==> config.mk <==
export PLATFORM = sky130hd
export DESIGN_NAME = pwm_ramp_ctrl
export DESIGN_NICKNAME = d
export VERILOG_FILES = /design/src/rtl/pwm_ramp_ctrl.sv
export SDC_FILE = /design/constraint.sdc
export NUM_CORES = 1
export LEC_CHECK = 0
export CAP_MARGIN = 20
export CELL_PAD_IN_SITES_DETAIL_PLACEMENT = 0
export CELL_PAD_IN_SITES_GLOBAL_PLACEMENT = 1
export CORE_ASPECT_RATIO = 1.25
export CORE_MARGIN = 5
export CORE_UTILIZATION = 44
export DETAILED_ROUTE_END_ITERATION = 8
export PLACE_DENSITY = 0.91
export RECOVER_POWER = 50
export SLEW_MARGIN = 10
export SYNTH_ARGS = -nofsm -noshare
export SYNTH_HDL_FRONTEND = slang
export SYNTH_SLANG_ARGS = --single-unit
==> constraint.sdc <==
create_clock -name clk -period 5.2 [get_ports clk]
set_clock_uncertainty 0.1 [all_clocks]
set_input_delay 0.52 -clock clk [delete_from_list [all_inputs] [get_ports clk]]
set_output_delay 0.52 -clock clk [all_outputs]
set_load 0.05 [all_outputs]
==> src/rtl/pwm_ramp_ctrl.sv <==
// pwm_ramp_ctrl: ramps a registered PWM duty toward an accepted target, one clamped step per paced period_end
module pwm_ramp_ctrl #(
    parameter int unsigned STEP_DIV = 1000,
    parameter int unsigned STEP = 1
) (
    input  logic       clk,
    input  logic       rst,
    input  logic       tgt_valid,
    input  logic [7:0] tgt_duty,
    output logic       tgt_ready,
    input  logic       period_end,
    input  logic       abort,
    output logic [7:0] cmd,
    output logic       busy,
    output logic       done
);
    typedef enum logic {IDLE, RAMP} state_t;
    localparam logic [15:0] TC = 16'(STEP_DIV - 1);
    localparam logic [8:0] ST = 9'(STEP);
    state_t state, state_d;
    logic [7:0] cmd_d, target, target_d, next;
    logic [15:0] cnt, cnt_d;
    logic pend, pend_d, done_d, up, accept, tc, consume;
    logic [8:0] diff;
    assign tgt_ready = state == IDLE && !abort && !rst;
    assign busy = state == RAMP;
    assign accept = tgt_valid && tgt_ready;
    assign tc = cnt == TC;
    assign consume = pend && period_end;
    assign up = target > cmd;
    assign diff = up ? {1'b0, target} - {1'b0, cmd} : {1'b0, cmd} - {1'b0, target};
    // clamp to target when the remaining distance fits in one step, so no overshoot or wrap
    assign next = diff <= ST ? target : up ? cmd + 8'(STEP) : cmd - 8'(STEP);
    always_comb begin
        state_d = state;
        cmd_d = cmd;
        target_d = target;
        cnt_d = cnt;
        pend_d = pend;
        done_d = 1'b0;
        if (abort) begin
            state_d = IDLE;
            cmd_d = 8'd0;
            cnt_d = 16'd0;
            pend_d = 1'b0;
        end else if (state == IDLE) begin
            cnt_d = 16'd0;
            pend_d = 1'b0;
            if (accept) begin
                target_d = tgt_duty;
                done_d = tgt_duty == cmd;
                state_d = tgt_duty == cmd ? IDLE : RAMP;
            end
        end else begin
            cnt_d = tc ? 16'd0 : cnt + 16'd1;
            pend_d = tc | (pend & ~period_end);
            if (consume) begin
                cmd_d = next;
                if (next == target) begin
                    state_d = IDLE;
                    done_d = 1'b1;
                    cnt_d = 16'd0;
                    pend_d = 1'b0;
                end
            end
        end
    end
    always_ff @(posedge clk) begin
        if (rst) begin
            state <= IDLE;
            cmd <= 8'd0;
            target <= 8'd0;
            cnt <= 16'd0;
            pend <= 1'b0;
            done <= 1'b0;
        end else begin
            state <= state_d;
            cmd <= cmd_d;
            target <= target_d;
            cnt <= cnt_d;
            pend <= pend_d;
            done <= done_d;
        end
    end
endmodule

==> run_results.csv <==
group,metric,value,unit
synthesis,netlist_instances,363,
global_routing,grt_util_met1,0.201,
pwr,p_switching,0.000220,W
placement,portBuffers,23,
drt,routed_wl,7330,um
synthesis,syn_area,2960,sq um
cells_and_area,drive_gt1_frac,0.0608,
drt,dr_total_vias,2547,
pwr,p_clk_frac,0.352,
drt,firstDrtPassIters,4,
synthesis,synth_ff_type,"dfxtp_1",
cts,clock_latency,0.30,ns
global_routing,use_met2,0.338,
cells_and_area,fillCellCount,635,
worst_setup_path,crit_chain,"inv_1 -> ha_1 -> nor2b_1 -> o2111ai_1 -> nand2_1 -> a31oi_4 -> ha_1 -> o21ai_0 -> a31oi_1 -> and3_1 -> nor4_2 -> xnor3_1 -> a211oi_2 -> o21bai_4 -> nor3b_1",
global_routing,grt_antenna_before_repair,0,
floorplanning,core_area,6570,sq um
worst_setup_path,crit_type,"reg -> reg",
synthesis,yosysUniqueCellTypes,60,
floorplanning,die-area,8470,sq um
cells_and_area,nets,417,
sta,hold_viol_final,0,
pwr,pwr-share-comb,0.274,
sta,report.final.slew_viol_count,0,
pwr,p_seq_frac,0.374,
drt,wl_per_cell,15.8,um
cells_and_area,area_growth,11.3,%
global_routing,grtUsageTotal,0.178,
cts,cts_root_buffer,"clkbuf_8",
global_routing,gr-usage-met3,0.0269,
sta,worst_pin_slew,0.991,ns
global_routing,grt_pass1_vias,2605,
hold_path,min_path_type,"reg -> reg",
cells_and_area,antennaDiodeCount,0,
drt,drtIter0Drc,144,
worst_setup_path,critPathArrivalTime,4.78,ns
pwr,powerDensity,223,nW/um^2
synthesis,synth-seq-area-share,0.237,
synthesis,ys.warnings.count,0,
global_routing,top_usage_layer,"met2",
worst_setup_path,worstPathRequired,5.31,ns
floorplanning,fp.dieW,83.3,um
floorplanning,io_pins,24,
sta,final.setup.worst_slack,0.531,ns
worst_setup_path,critPathSlowestCell,"dfxtp_1",
cts,tritoncts,"yes",
synthesis,synth_edf_count,0,
floorplanning,die_h,102,um
placement,place.gp.congestion,0.928,
sta,rsz0062_at_grt,"no",
sta,period_share,0.898,
worst_setup_path,cpPeakStageDelay,0.53,ns
cts,clk_pin_slew,0.07,ns
synthesis,syn_nets,403,
drt,ant_nets,0,
floorplanning,fp-row-count,33,
cts,htreeDepth,2,
sta,setup_viol,0,
cts,holdBufCountCts,0,
cts,clock_sinks,35,
cts,postCtsSetupBuffers,0,
global_routing,grt_pass1_wl,12400,um
cells_and_area,finish.utilization,0.501,
cts,clockBufferDepth,2,
placement,dp_hpwl,5740,um
sta,slew_headroom,0.334,
status,status,"finished clean",
cts,cts_resized,0,
pwr,p_leak,1.34,nW
pwr,internal_power,0.000514,W
placement,dp_slack,0.526,ns
drt,viasPerCell,5.48,
sta,whs,0.367,ns
synthesis,synth-async-reset-ratio,0,
cts,cts_inserted_buffers,5,
synthesis,ys_ff_latch,35,
sta,final.setup.tns,0,ns
sta,min_period,4.67,ns
drt,drc,0,
global_routing,grt_start_max_net_pins,19,
placement,post-place-cells,457,
pwr,swShare,0.300,
worst_setup_path,cpMostUsedCell,"ha_1",
worst_setup_path,path_max_fanout,18,
sta,fmax,0.214,GHz
floorplanning,start_util,0.450,
global_routing,grt_overflow_total,0,
cells_and_area,stdcell_count,465,
worst_setup_path,worstSetupEndpointType,"flip-flop",
flow_run,maxCapViolCount,0,
pwr,worst_ir_drop_vdd,0.198,mV
worst_setup_path,startpoint_type,"flip-flop",
synthesis,avgSynthCellArea,8.14,sq um
[worst paths after layout]
path | start | end | slack, ns | depth (start not counted)
hold reg to reg | cnt[0] | cnt[0] | 0.37 | 1
setup reg to reg | cmd[1] | cnt[1] | 0.53 | 15
hold / removal | cnt[0] | cnt[0] | 0.37 | 1
setup / recovery | cmd[1] | cnt[1] | 0.53 | 15
[state kept, by name, indices dropped and copies added (netlist names)]
signal / flops
busy: 1
cmd: 8
cnt: 16
done: 1
pend: 1
target: 8
[Yosys cell counts, types with 4 or more instances]
master / n / area, sq um
mux2i_1: 5 / 50.1
buf_2: 4 / 20.0
inv_1: 23 / 86.3
clkbuf_1: 5 / 18.8
ha_1: 24 / 300
buf_6: 5 / 56.3
a21oi_1: 29 / 145
nor2_1: 29 / 109
xnor2_1: 16 / 140
nand2_1: 36 / 135
dfxtp_1: 35 / 701
nand3_1: 14 / 70.1
nand4_1: 7 / 43.8
nor3b_1: 4 / 30.0
xor2_1: 20 / 175
and3_1: 5 / 31.3
nor3_1: 15 / 75.1
nor4_1: 6 / 37.5
o21ai_0: 10 / 50.1
[power groups by stage]
stage                     registers, W  clock network, W  logic [W]
after detailed placement      0.000281                 0   0.000206
final                         0.000275          0.000258   0.000201
after global routing          0.000275          0.000275   0.000218
after CTS                     0.000275          0.000263   0.000207
after floorplan               0.000281                 0   0.000167
after global placement        0.000281                 0   0.000204
[layout by cell type, fill, tap and decap left out, drive strengths merged, types with 3 or more instances in the layout]
| cell type | count |
|---|---|
| nand2 | 36 |
| dfxtp | 35 |
| a21oi | 31 |
| nor2 | 29 |
| inv | 25 |
| ha | 24 |
| xor2 | 20 |
| xnor2 | 16 |
| nor3 | 15 |
| nand3 | 14 |
| dlygate4sd3 | 12 |
| clkdlybuf4s50 | 11 |
| o21ai | 11 |
| nor4 | 9 |
| nand4 | 7 |
| clkbuf | 6 |
| and3 | 5 |
| mux2i | 5 |
| nor3b | 4 |
| or2 | 4 |
| a211oi | 4 |
| a21o | 3 |
| or3 | 3 |
| nand2b | 3 |
| or4 | 3 |
| xnor3 | 3 |
| fa | 3 |
| a31oi | 3 |
| and2 | 3 |
[area by class of cell]
cell class	instances	area (sq um)	area share
repair buffers	24	238	0.0722
well taps	87	109	0.0331
clock inverters	2	35.0	0.0106
flip-flops and latches	35	701	0.213
multi-input cells	286	2030	0.618
inverters	25	93.8	0.0285
clock buffers	6	82.6	0.0251
[stage by stage]
step / power, W / cell area [sq um]
finish: 0.000734 / 3290
detailed placement: 0.000487 / 3190
CTS: 0.000745 / 3310
global placement: 0.000485 / 3190
floorplan: 0.000448 / 2960
global route: 0.000768 / 3290
[cell families (layout without fill, tap and decap cells)]
kind of cell | count (synthesis) | count (layout) | synth area share
simple gates | 141 | 141 | 0.250
compound gates | 73 | 73 | 0.171
buf+inv | 42 | 57 | 0.0702
xor+xnor | 39 | 39 | 0.129
flops | 35 | 35 | 0.237
fa+ha+maj | 27 | 27 | 0.122
mux | 6 | 6 | 0.0207
[worst max-delay path, delay by kind of cell (launching register included)]
kind	cells	cell delay, ns
AND/OR/NAND/NOR	5	1.14
XOR/XNOR	1	0.31
buffers and inverters	1	0.21
AO/OA/AOI/OAI	6	1.56
adder cells (fa/ha/maj)	2	0.72
flip-flops	1	0.53
[layer usage]
metal	vias up	wire length (um)
li1	1296	-
met1	1192	3070
met2	43	3880
met3	16	190
met4	0	193
met5	-	0
(Power assumes the default switching activity.)
